`config.mk`:
```
export PLATFORM = sky130hd
export DESIGN_NAME = dmem_arbiter_flat
export DESIGN_NICKNAME = d
export VERILOG_FILES = /design/src/rtl/dmem_arbiter_pkg.sv /design/src/rtl/dmem_arbiter_if.sv /design/src/rtl/dmem_arbiter_picker.sv /design/src/rtl/dmem_arbiter.sv /design/src/flat_wrapper.sv
export SDC_FILE = /design/constraint.sdc
export NUM_CORES = 1
export LEC_CHECK = 0
export ABC_CLOCK_PERIOD_IN_PS = 5740
export CAP_MARGIN = 20
export CORE_AREA = 2 2 106 108
export CTS_CLUSTER_DIAMETER = 30
export DETAILED_ROUTE_END_ITERATION = 7
export DIE_AREA = 0 0 108 110
export GPL_TIMING_DRIVEN = 1
export PLACE_DENSITY_LB_ADDON = 0.3
export SYNTH_ARGS = -nofsm -noshare
export SYNTH_HDL_FRONTEND = slang
export SYNTH_SLANG_ARGS = --single-unit
```
`constraint.sdc`:
```
create_clock -name clk -period 5.74 [get_ports clk]
set_clock_uncertainty 0.15 [all_clocks]
set_input_delay 1.722 -clock clk [delete_from_list [all_inputs] [get_ports clk]]
set_output_delay 1.722 -clock clk [all_outputs]
set_load 0.05 [all_outputs]
```
`src/rtl/dmem_arbiter_pkg.sv`:
```
// Shared types and the round-robin search helper for the data-memory arbiter.
package dmem_arb_pkg;

  localparam int MAX_REQ   = 16;
  localparam int MAX_IDX_W = $clog2(MAX_REQ);

  typedef enum logic {ARB, LOCKED} arb_state_t;

  // One-hot pick of the first unmasked requester after ptr, searching cyclically over n ports.
  function automatic logic [MAX_REQ-1:0] rr_next(
    input logic [MAX_REQ-1:0] req,
    input int                 ptr,
    input logic [MAX_REQ-1:0] mask,
    input int                 n
  );
    logic [MAX_REQ-1:0]   pick;
    logic [MAX_IDX_W-1:0] idx;
    pick = '0;
    for (int k = MAX_REQ; k >= 1; k--) begin
      if (k <= n) begin
        idx = MAX_IDX_W'((ptr + k) % n);
        if (req[idx] && !mask[idx]) begin
          pick      = '0;
          pick[idx] = 1'b1;
        end
      end
    end
    return pick;
  endfunction

endpackage

```
`src/rtl/dmem_arbiter_if.sv`:
```
// Requester bus plus data_memory port seen by the arbiter.
interface dmem_arbiter_if #(
  parameter int N_REQ  = 2,
  parameter int ADDR_W = 32,
  parameter int DATA_W = 32
);
  logic [N_REQ-1:0]        req;
  logic [N_REQ-1:0]        lock;
  logic [N_REQ-1:0]        we;
  logic [N_REQ*ADDR_W-1:0] addr;
  logic [N_REQ*DATA_W-1:0] wdata;
  logic [N_REQ-1:0]        gnt;
  logic [N_REQ-1:0]        rvalid;
  logic [DATA_W-1:0]       rdata;
  logic                    stall;
  logic [ADDR_W-1:0]       mem_addr;
  logic                    mem_we;
  logic [DATA_W-1:0]       mem_wd;
  logic [DATA_W-1:0]       mem_rd;

  modport master (
    output req, lock, we, addr, wdata, mem_rd,
    input  gnt, rvalid, rdata, stall, mem_addr, mem_we, mem_wd
  );

  modport slave (
    input  req, lock, we, addr, wdata, mem_rd,
    output gnt, rvalid, rdata, stall, mem_addr, mem_we, mem_wd
  );
endinterface

```
`src/rtl/dmem_arbiter_picker.sv`:
```
// Combinational round-robin picker: first requester after ptr not in exclude_mask.
module rr_priority_picker
  import dmem_arb_pkg::*;
#(
  parameter int N_REQ = 2,
  parameter int IDX_W = (N_REQ > 1) ? $clog2(N_REQ) : 1
) (
  input  logic [N_REQ-1:0] req,
  input  logic [IDX_W-1:0] ptr,
  input  logic [N_REQ-1:0] exclude_mask,
  output logic [N_REQ-1:0] onehot,
  output logic [IDX_W-1:0] idx
);

  logic [MAX_REQ-1:0] pick;

  // Bits above N_REQ are always zero, so scanning the full width keeps idx exact.
  always_comb begin
    pick   = rr_next(MAX_REQ'(req), int'(ptr), MAX_REQ'(exclude_mask), N_REQ);
    onehot = pick[N_REQ-1:0];
    idx    = '0;
    for (int i = 0; i < MAX_REQ; i++) begin
      if (pick[i]) idx = IDX_W'(i);
    end
  end

endmodule

```
`src/rtl/dmem_arbiter.sv`:
```
// Round-robin arbiter with bounded locked bursts sharing one single-port data memory.
module dmem_arbiter
  import dmem_arb_pkg::*;
#(
  parameter int N_REQ    = 2,
  parameter int ADDR_W   = 32,
  parameter int DATA_W   = 32,
  parameter int LOCK_MAX = 8
) (
  input  logic          clk,
  input  logic          rst,
  dmem_arbiter_if.slave bus
);

  localparam int IDX_W = (N_REQ > 1) ? $clog2(N_REQ) : 1;
  localparam int CNT_W = $clog2(LOCK_MAX + 1);
  localparam logic [CNT_W-1:0] CNT_MAX = CNT_W'(LOCK_MAX);

  arb_state_t        state;
  logic [IDX_W-1:0]  rr_ptr;
  logic [IDX_W-1:0]  owner;
  logic [CNT_W-1:0]  lock_cnt;
  logic [N_REQ-1:0]  rvalid_q;
  logic [DATA_W-1:0] rdata_q;

  logic [N_REQ-1:0]  owner_oh;
  logic [N_REQ-1:0]  excl;
  logic [N_REQ-1:0]  pick_oh;
  logic [IDX_W-1:0]  pick_idx;
  logic [N_REQ-1:0]  gnt;
  logic [IDX_W-1:0]  gnt_idx;
  logic              owner_req;
  logic              owner_lock;
  logic              others_wait;
  logic              preempt;
  logic              any_gnt;
  logic              gnt_we;
  logic              gnt_lock;

  // While locked the same picker serves the preemption case, so the owner is masked out.
  always_comb begin
    owner_oh        = '0;
    owner_oh[owner] = 1'b1;
    excl            = (state == LOCKED) ? owner_oh : '0;
    owner_req       = |(bus.req & owner_oh);
    owner_lock      = |(bus.lock & owner_oh);
    others_wait     = |(bus.req & ~owner_oh);
    preempt         = (state == LOCKED) && owner_req && (lock_cnt == CNT_MAX) && others_wait;
  end

  rr_priority_picker #(
    .N_REQ (N_REQ),
    .IDX_W (IDX_W)
  ) u_picker (
    .req          (bus.req),
    .ptr          (rr_ptr),
    .exclude_mask (excl),
    .onehot       (pick_oh),
    .idx          (pick_idx)
  );

  always_comb begin
    gnt     = '0;
    gnt_idx = owner;
    if (!rst) begin
      if (state == ARB || preempt) begin
        gnt     = pick_oh;
        gnt_idx = pick_idx;
      end else if (owner_req) begin
        gnt = owner_oh;
      end
    end
    any_gnt  = |gnt;
    gnt_we   = |(bus.we & gnt);
    gnt_lock = |(bus.lock & gnt);
  end

  always_comb begin
    bus.mem_addr = '0;
    bus.mem_we   = 1'b0;
    bus.mem_wd   = '0;
    if (any_gnt) begin
      bus.mem_addr = bus.addr[gnt_idx*ADDR_W +: ADDR_W];
      bus.mem_we   = gnt_we;
      bus.mem_wd   = bus.wdata[gnt_idx*DATA_W +: DATA_W];
    end
  end

  assign bus.gnt    = gnt;
  assign bus.stall  = bus.req[0] & ~gnt[0];
  assign bus.rvalid = rvalid_q;
  assign bus.rdata  = rdata_q;

  always_ff @(posedge clk or posedge rst) begin
    if (rst) begin
      state    <= ARB;
      rr_ptr   <= IDX_W'(N_REQ - 1);
      owner    <= '0;
      lock_cnt <= '0;
      rvalid_q <= '0;
      rdata_q  <= '0;
    end else begin
      rvalid_q <= '0;
      if (any_gnt) begin
        rr_ptr <= gnt_idx;
        if (!gnt_we) begin
          rvalid_q <= gnt;
          rdata_q  <= bus.mem_rd;
        end
      end
      case (state)
        ARB: begin
          if (any_gnt && gnt_lock) begin
            state    <= LOCKED;
            owner    <= gnt_idx;
            lock_cnt <= CNT_W'(1);
          end
        end
        LOCKED: begin
          if (!owner_req || !owner_lock || preempt) begin
            state    <= ARB;
            lock_cnt <= '0;
          end else if (lock_cnt != CNT_MAX) begin
            lock_cnt <= lock_cnt + CNT_W'(1);
          end
        end
        default: state <= ARB;
      endcase
    end
  end

endmodule

```
`src/flat_wrapper.sv`:
```
// flat-port wrapper written by rule: the top's interface ports become plain ports
module dmem_arbiter_flat import dmem_arb_pkg::*;
#(
  parameter int N_REQ    = 2,
  parameter int ADDR_W   = 32,
  parameter int DATA_W   = 32,
  parameter int LOCK_MAX = 8
)
  (clk, rst, bus_req, bus_lock, bus_we, bus_addr, bus_wdata, bus_mem_rd, bus_gnt, bus_rvalid, bus_rdata, bus_stall, bus_mem_addr, bus_mem_we, bus_mem_wd);
  dmem_arbiter_if #(.N_REQ(N_REQ), .ADDR_W(ADDR_W), .DATA_W(DATA_W)) bus_i ();
  input  logic clk;
  input  logic rst;
  input wire logic [$bits(bus_i.req)-1:0] bus_req;
  input wire logic [$bits(bus_i.lock)-1:0] bus_lock;
  input wire logic [$bits(bus_i.we)-1:0] bus_we;
  input wire logic [$bits(bus_i.addr)-1:0] bus_addr;
  input wire logic [$bits(bus_i.wdata)-1:0] bus_wdata;
  input wire logic [$bits(bus_i.mem_rd)-1:0] bus_mem_rd;
  output wire logic [$bits(bus_i.gnt)-1:0] bus_gnt;
  output wire logic [$bits(bus_i.rvalid)-1:0] bus_rvalid;
  output wire logic [$bits(bus_i.rdata)-1:0] bus_rdata;
  output wire logic [$bits(bus_i.stall)-1:0] bus_stall;
  output wire logic [$bits(bus_i.mem_addr)-1:0] bus_mem_addr;
  output wire logic [$bits(bus_i.mem_we)-1:0] bus_mem_we;
  output wire logic [$bits(bus_i.mem_wd)-1:0] bus_mem_wd;
  assign bus_i.req = bus_req;
  assign bus_i.lock = bus_lock;
  assign bus_i.we = bus_we;
  assign bus_i.addr = bus_addr;
  assign bus_i.wdata = bus_wdata;
  assign bus_i.mem_rd = bus_mem_rd;
  assign bus_gnt = bus_i.gnt;
  assign bus_rvalid = bus_i.rvalid;
  assign bus_rdata = bus_i.rdata;
  assign bus_stall = bus_i.stall;
  assign bus_mem_addr = bus_i.mem_addr;
  assign bus_mem_we = bus_i.mem_we;
  assign bus_mem_wd = bus_i.mem_wd;
  dmem_arbiter #(.N_REQ(N_REQ), .ADDR_W(ADDR_W), .DATA_W(DATA_W), .LOCK_MAX(LOCK_MAX)) u_core (.clk(clk), .rst(rst), .bus(bus_i));
endmodule
```
# Word level (Yosys, flattened, before mapping)
# Cells that the tools add are included.
# word_totals
reg_bits	41
input_bits	168
word_cells	107
# classes
add_sub_neg	3
order_cmp	6
eq_ne	4
shift	2
n_mux	49
bitwise_logic	12
n_reduce_logical	25
# ops
op	n
64-bit by 7-bit variable part select with 32-bit output	2
32-bit 2-to-1 mux	2
16-bit 2-to-1 mux	2
1-bit 2-to-1 mux	27
2-bit 2-to-1 mux	6
4-bit 2-to-1 mux	3
2-bit OR reduction	6
2-bit bitwise AND	5
4-bit by 5-bit < comparator with 1-bit output, second input constant	2
1-bit logical AND	9
1-bit binary-select mux with 2-bit select	4
4-bit by 1-bit greater-or-equal comparator with 1-bit output, second input constant	2
4-bit one-hot mux with 2 select lines	1
2-bit AND reduction	3
4-bit by 1-bit adder with 4-bit output, second input constant	1
1-bit demux with 2-bit select	2
4-bit == test, second input constant	1
1-bit logical NOT	4
4-bit inequality test, second input constant	1
1-bit logical OR	3
3-bit inequality test, second input constant	1
1-bit inverter	3
1-bit adder, second input constant	2
1-bit bitwise AND, first input constant	2
other kinds (7)	7

# Longest topological paths before layout
# Gate-level depths: netlist (run 1).
# logic_depth
depth_word	30
depth_mapped	9
depth_no_buf	7

# Hierarchy
# Synthesis (run 1) repeated with hierarchy kept, for this count alone.
# unflattened
hier_cells	380
hier_area_um2	3034.2
# modules_own_cells
mod	instances	cells_per_inst	area_per_inst_um2
dmem_arbiter	1	375	2994.1
rr_priority_picker	1	5	40.0

# Worst setup path before layout (run 1)
# OpenSTA, ideal clock, no wires.
# synth_path
kind	input-to-output
start	input rst
end	output bus_mem_addr[10]
arrival_ns	4.061
slack_ns	-0.193
cell_stages	6
path_cell_list	inv_1 o211ai_1 o311ai_1 nor2_1 buf_2 a21oi_1
# synth_via
elab_chain_cells	3
elab_cells_between_ends	5
cone_classes	shift: 1; mux: 3; reduce/logical: 1
# synth_rtl
element	line_no	rtl
start: declaration	flat_wrapper.sv:12	input logic rst;
1-bit 2-to-1 mux / 2-bit 2-to-1 mux (equally long branches)	dmem_arbiter.sv:65	if (!rst) begin
64-bit by 7-bit variable part select with 32-bit output / 2-bit OR reduction (equally long branches)	dmem_arbiter.sv:83, dmem_arbiter.sv:73	
32-bit 2-to-1 mux *	dmem_arbiter.sv:82	if (any_gnt) begin
end: declaration	flat_wrapper.sv:23	output wire logic [$bits(bus_i.mem_addr)-1:0] bus_mem_addr;
# Mark *: on every way between the ends. The rest lies on a longest branch, timed or not.

# Worst setup path after layout (run 1)
# layout_path
start	input bus_req[1]
end	output bus_mem_addr[21]
# layout_via
elab_chain_cells	24
elab_cells_between_ends	39
cone_classes	shift: 1; mux: 27; bitwise: 2; reduce/logical: 9
# layout_rtl
element	line_no	rtl
start: declaration	flat_wrapper.sv:13	input wire logic [$bits(bus_i.req)-1:0] bus_req;
1-bit binary-select mux with 2-bit select	dmem_arbiter_pkg.sv:22	if (req[idx] && !mask[idx]) begin
1-bit 2-to-1 mux (not written as such)	dmem_arbiter_pkg.sv:22	
1-bit logical AND	dmem_arbiter_pkg.sv:22	
16-bit 2-to-1 mux (2 in a row)	dmem_arbiter_pkg.sv:22	
1-bit 2-to-1 mux (15 in a row)	dmem_arbiter_picker.sv:23	if (pick[i]) idx = IDX_W'(i);
1-bit 2-to-1 mux	dmem_arbiter.sv:66	if (state == ARB || preempt) begin
1-bit 2-to-1 mux	dmem_arbiter.sv:65	
64-bit by 7-bit variable part select with 32-bit output	dmem_arbiter.sv:83	bus.mem_addr = bus.addr[gnt_idx*ADDR_W +: ADDR_W];
32-bit 2-to-1 mux *	dmem_arbiter.sv:82	
# Mark *: on every way between the ends. The rest lies on a longest branch, timed or not. The select of a mux whose other input is x is not followed.

==> impl_results.md, run 1 <==
* Warnings from Yosys at 0
* Post-CTS Setup Inserts at 0
* Hold Vio Cnt, Final at 0
* Root Buffer: clkbuf_8
* Hold_ws at 362 ps
* Vias at 3,602
* Htree depth at 2
* Initial DRC count at 365
* CP startpoint kind: input pin
* Die area at 0.0119 mm²
* Comb pwr share at 72.0%
* Drt via density at 4.67
* DIE WIDTH at 108 µm
* RSZ-0062 raised after global routing: false
* CP bufs+invs at 3
* IO buf count at 269
* CP max stage cell: or3b_4
* Most common library cell in the layout ignoring fill and taps: clkdlybuf4s50_1
* MaxCap Viol Count at 0
* Start of the worst register-to-register path: u_core.lock_cnt[0]$_DFFE_PP0P_
* Final WL at 12,400 µm
* Setup TNS at 0 ps
* Initial antenna violation count at 0
* Vias in the first global route at 3,434
* DP HPWL at 9930 µm
* Mapped Area at 0.00296 mm²
* CTS hold repair buffers at 0
* CP max stage delay at 430 ps
* Part of the power in registers at 19.6%
* 1st-pass router iterations at 5
* Remaining routing DRC violations at 0
* Most frequent cells in the layout: clkdlybuf4s50_1, nand2_1, buf_4
* Fin. max-slew vios at 0
* Leakage at 2.64 nW
* Req. time, crit path at 3870 ps
* Power share of the clock group at 8.3%
* Area grow syn2layout at 96.9%
* Met2 WL at 6720 µm
* Worst-Margin Slew at 566 ps
* Family with the most delay on the worst path: simple AND/OR/NAND/NOR gates
* Clock Tree Buf Depth at 2
* First-pass GRT wire length at 17,600 µm
* Status: completed
* Critical-path cell list: dlymetal6s2s_1, or3b_4, nand4_1, and3_4, buf_12, nand2_1, a21oi_1, buf_4
* Inserted Clock Buffers at 5
* Critical Path Fanout Max at 36
* #FFs+latches synth at 41
* Core box area at 0.0107 mm²
* CTS tree: built
* CP Capture Type: output pin
* Max Fclk at 0.189 GHz
* Ys async rst share at 100%
* CP Launch Point: bus_req[1]
* Largest net degree at the start of global routing at 42
* Mean Syn Cell Area at 8.03 µm²
* Final nets at 799
* Sequential element share of the synthesized area at 34.7%
* Routed len/inst at 16.1 µm
* Worst Hold Class: reg -> reg
* Cells after Synth at 368
* Final worst-path cycle share at 92.1%
* Total grt overflow at 0
* Switch share at 51.9%
* Placer Congestion at 0.813
* Top sig layer: met4
* Antenna Nets Post-Route at 0
* Min cycle time layout at 5290 ps
* Die height at 110 µm
* Count of cell types in the netlist at 42
* Wire length on met3 at 859 µm
* Later-pin clock latency in the skew report at 290 ps
* Dpl cells at 762
* Post-synth EDFFs at 0
* Critical Path AT at 3420 ps
* P_sw at 1.17 mW
* Post-Route M1 WL at 4540 µm
* Most common flop cell mapped by yosys: dfrtp_1
* Non-filler instance count after layout at 771
* Clk sinks at 41
* Setup violators final at 0
* Layout cells sized above 1 at 21.4%
* Gr usage total at 18.7%
* Reg2Reg Setup Slack at 3000 ps
* Max IR drop VDD at 0.000227 V
* Post-Syn Nets at 538
* Row Count at 38
* Initial core utilization at 27.6%
* Pwr/cell area at 386 mW/mm²
* Critical path type: in -> out
* Io pins at 270
* Min-delay src: u_core.bus.rdata[14]$_DFFE_PP0P_
* Worst-path clk slew at 80 ps
* Internal power at 1.08 mW
* Max-slew headroom at 62.2%
worst paths after layout:
| path | endpoint | depth (start not counted) |
|---|---|---|
| setup reg to reg | u_core.bus.rdata[31]$_DFFE_PP0P_ | 8 |
| setup / recovery | bus_mem_addr[21] | 8 |
| max in group asynchronous | u_core.rr_ptr$_DFFE_PP1P_ | 3 |
| hold / removal | u_core.bus.rdata[14]$_DFFE_PP0P_ | 1 |
| hold reg to reg | u_core.bus.rdata[14]$_DFFE_PP0P_ | 1 |
| min in group asynchronous | u_core.owner$_DFFE_PP0P_ | 3 |
metrics by stage:
stage	utilization [%]	instance area, µm²	power, mW	setup slack (ps)
detailed placement	53.3	5700	2.06	-22.5
finish	54.4	5820	2.25	452
floorplan	-	2960	1.51	193
global placement	53.3	5700	2.04	-43.7
global route	54.4	5820	2.35	286
CTS	54.1	5790	2.26	19.6
synthesized netlist by cell type (4+ instances only):
cell	instances	area (µm²)
a21oi_1	65	325
mux2_4	30	450
buf_2	13	65.1
inv_1	8	30.0
nand3_1	7	35.0
dfrtp_1	40	1000
clkbuf_1	7	26.3
nor2_1	4	15.0
o21ai_0	6	30.0
buf_6	5	56.3
nand2_1	134	503
nand2b_1	4	25.0
power groups by stage:
stage          registers (mW)  logic (mW)  clock network [mW]
3_5_place_dp            0.445        1.61                   0
3_3_place_gp            0.441        1.60                   0
4_1_cts                 0.442        1.62               0.194
5_1_grt                 0.454        1.69               0.208
2_1_floorplan           0.716       0.790                   0
6_report                0.441        1.62               0.187
cell families after synthesis:
| group | Yosys count | share of synthesized area [%] |
|---|---|---|
| mux | 36 | 17.4 |
| buf+inv | 34 | 6.26 |
| compound gates | 87 | 16.4 |
| flops | 41 | 34.7 |
| simple gates | 168 | 24.3 |
| fa+ha+maj | 2 | 0.846 |
final cells by class:
cell class | count | area, µm²
repair buffers | 280 | 2710
diodes | 1 | 2.50
multi-input cells | 293 | 1780
fillers | 995 | 4880
clock buffers | 6 | 72.6
inverters | 8 | 33.8
well taps | 140 | 175
flip-flops and latches | 41 | 1030
clock inverters | 2 | 15.0
what timing repair did:
item | 4_1_cts | 5_1_grt
endpoints found under the setup margin | 3 | 64
gates cloned | 0 | 0
gates resized for setup | 1 | 8
registers in the layout, summed over array words and instances (netlist names):
register and count:
u_core.state 1, u_core.bus.rdata 32, u_core.owner 1, u_core.bus.rvalid 2, u_core.lock_cnt 4, u_core.rr_ptr 1
metal layers:
layer | track usage [%] | up-vias
met5 | 0 | -
met4 | 6.50 | 0
met3 | 3.76 | 22
met2 | 34.9 | 143
met1 | 21.3 | 1676
li1 | - | 1761
(Power assumes the default switching activity.)
==> run 2: changes to the inputs <==
--- a/config.mk
+++ b/config.mk
@@ -7,10 +7,10 @@
 export LEC_CHECK = 0
 export ABC_CLOCK_PERIOD_IN_PS = 5740
 export CAP_MARGIN = 20
-export CORE_AREA = 2 2 106 108
+export CORE_AREA = 2 2 104 106
 export CTS_CLUSTER_DIAMETER = 30
 export DETAILED_ROUTE_END_ITERATION = 7
-export DIE_AREA = 0 0 108 110
+export DIE_AREA = 0 0 106 108
 export GPL_TIMING_DRIVEN = 1
 export PLACE_DENSITY_LB_ADDON = 0.3
 export SYNTH_ARGS = -nofsm -noshare
==> impl_results.md, run 2 (same netlist as run 1, synthesis figures left out) <==
* Worst-path clk slew at 80 ps (about the same)
* Vias at 3,671 (+1.9%)
* Final worst-path cycle share at 97.7% (+5.5 points)
* Worst Hold Class: reg -> reg
* Remaining routing DRC violations at 0 (unchanged)
* Most frequent cells in the layout: clkdlybuf4s50_1, nand2_1, buf_4
* Critical Path Fanout Max at 41 (+14%)
* Initial antenna violation count at 0 (unchanged)
* Antenna Diode Count at 0 (-1)
* First-pass GRT wire length at 18,900 µm (+7.2%)
* # fillers at 898 (-9.7%)
* Req. time, crit path at 3870 ps (about the same)
* Final Instance Area at 0.00588 mm² (+0.97%)
* DIE WIDTH at 106 µm (-1.9%)
* Largest register FFs at 32 (unchanged)
* Final nets at 806 (+0.88%)
* Gr usage total at 20.5% (+1.8 points)
* IO buf count at 269 (unchanged)
* Antenna Nets Post-Route at 0 (unchanged)
* Final WL at 12,700 µm (+2.0%)
* Non-filler instance count after layout at 773 (+0.26%)
* Status: completed
* Max Fclk at 0.178 GHz (-5.7%)
* Clk sinks at 41 (unchanged)
* Htree depth at 2 (unchanged)
* Worst slack, placed at 39.5 ps (+62.0 ps)
* Initial core utilization at 28.9% (+1.3 points)
* Setup TNS at 0 ps (unchanged)
* Drt via density at 4.75 (+1.7%)
* Setup violators final at 0 (unchanged)
* Critical Path AT at 3730 ps (+310 ps)
* Routed len/inst at 16.4 µm (+1.7%)
* Initial DRC count at 340 (-6.8%)
* Dpl cells at 764 (+0.26%)
* Area after DPL at 0.00570 mm² (about the same)
* Worst Slack Setup Final at 135 ps (-317 ps)
* Placer Congestion at 0.874 (+7.5%)
* Io pins at 270 (unchanged)
* Area grow syn2layout at 98.8%
* RSZ-0062 raised after global routing: false
* Later-pin clock latency in the skew report at 280 ps (about the same)
* Vias in the first global route at 3,646 (+6.2%)
* Min cycle time layout at 5610 ps (+317 ps)
* Most common library cell in the layout ignoring fill and taps: clkdlybuf4s50_1
* CP Capture Type: output pin
* Max-slew headroom at 61.4% (-0.88 points)
* DP HPWL at 10,200 µm (+2.4%)
* CP startpoint kind: input pin
* 1st-pass router iterations at 5 (unchanged)
* Die height at 108 µm (-1.8%)
* Root Buffer: clkbuf_8
* Leakage at 2.68 nW (+1.6%)
* Core box area at 0.0102 mm² (-4.4%)
* Fin. max-slew vios at 0 (unchanged)
* Clock Tree Buf Depth at 2 (unchanged)
* MaxCap Viol Count at 0 (unchanged)
* Largest net degree at the start of global routing at 46 (+9.5%)
* CTS tree: built
* Total grt overflow at 0 (unchanged)
* Max IR drop VDD at 0.000293 V (+29%)
* Inserted Clock Buffers at 5 (unchanged)
* Pwr/cell area at 393 mW/mm² (+1.8%)
* Critical path type: in -> out
* Worst-Margin Slew at 578 ps (+11.4 ps)
* Layout cells sized above 1 at 21.8% (+0.39 points)
* Hold Vio Cnt, Final at 0 (unchanged)
* Die area at 0.0114 mm² (-3.6%)
* Row Count at 37 (-2.6%)
[run 2: changes by cell type in the layout (fill, tap and decap cells not counted), sizes merged]
cell | previous run | this run
buf | 79 | 85
bufinv | 0 | 1
clkbuf | 6 | 8
clkdlybuf4s50 | 198 | 199
clkinvlp | 3 | 1
diode | 1 | 0
dlymetal6s2s | 3 | 2
[run 2: worst paths after layout]
path	from	end	slack, ps	cells after the start
max in group asynchronous	rst	u_core.rr_ptr$_DFFE_PP1P_	3520	3
min in group asynchronous	rst	u_core.lock_cnt[1]$_DFFE_PP0P_	1540	3
worst min-delay path	u_core.bus.rdata[3]$_DFFE_PP0P_	u_core.bus.rdata[3]$_DFFE_PP0P_	370	1
worst min register to register	u_core.bus.rdata[3]$_DFFE_PP0P_	u_core.bus.rdata[3]$_DFFE_PP0P_	370	1
worst max register to register	u_core.lock_cnt[0]$_DFFE_PP0P_	u_core.bus.rdata[31]$_DFFE_PP0P_	2700	8
worst max-delay path	bus_req[0]	bus_mem_addr[15]	130	8
[run 2: timing repair]
action	4_1_cts	5_1_grt
hold buffers	0	0
resized for setup	0	7
endpoints found under the setup margin	0	63
buffers inserted	0	0
[run 2: stage by stage]
stage               total power [mW]  utilization [%]  hold WS, ps
floorplan                       1.51                -          341
CTS                             2.30             56.9          367
global route                    2.43             57.4          387
finish                          2.31             57.4          367
global placement                2.03             55.7          343
detailed placement              2.05             55.7          342
[run 2: critical path, stage by stage]
cell and delay (ps):
clkdlybuf4s50_1 590, nand4b_2 240, o221ai_2 230, and3_4 260, buf_12 200, nand2_1 120
a21oi_1 140, buf_4 210
[run 2: layout make-up]
class | instances | area, µm² | area share (%)
timing repair buffer | 287 | 2750 | 46.7
clock inverter | 1 | 30.0 | 0.511
clock buffer | 7 | 86.3 | 1.47
tap | 136 | 170 | 2.90
inverter | 8 | 33.8 | 0.575
sequential | 41 | 1030 | 17.5
multi-input combinational | 293 | 1780 | 30.3
[run 2: power by group]
part	switching (mW)	leakage (nW)	internal [mW]
logic	1.01	2.13	0.615
clock network	0.0959	0.0585	0.142
registers	0.0658	0.489	0.380
[run 2: metal layers]
layer  track usage (%)  up-vias  wire [µm]
met2              38.2      184       6720
met5                 0        -          0
met3              6.21       28       1120
met1              23.2     1685       4560
li1                  -     1774          -
met4              4.61        0        277
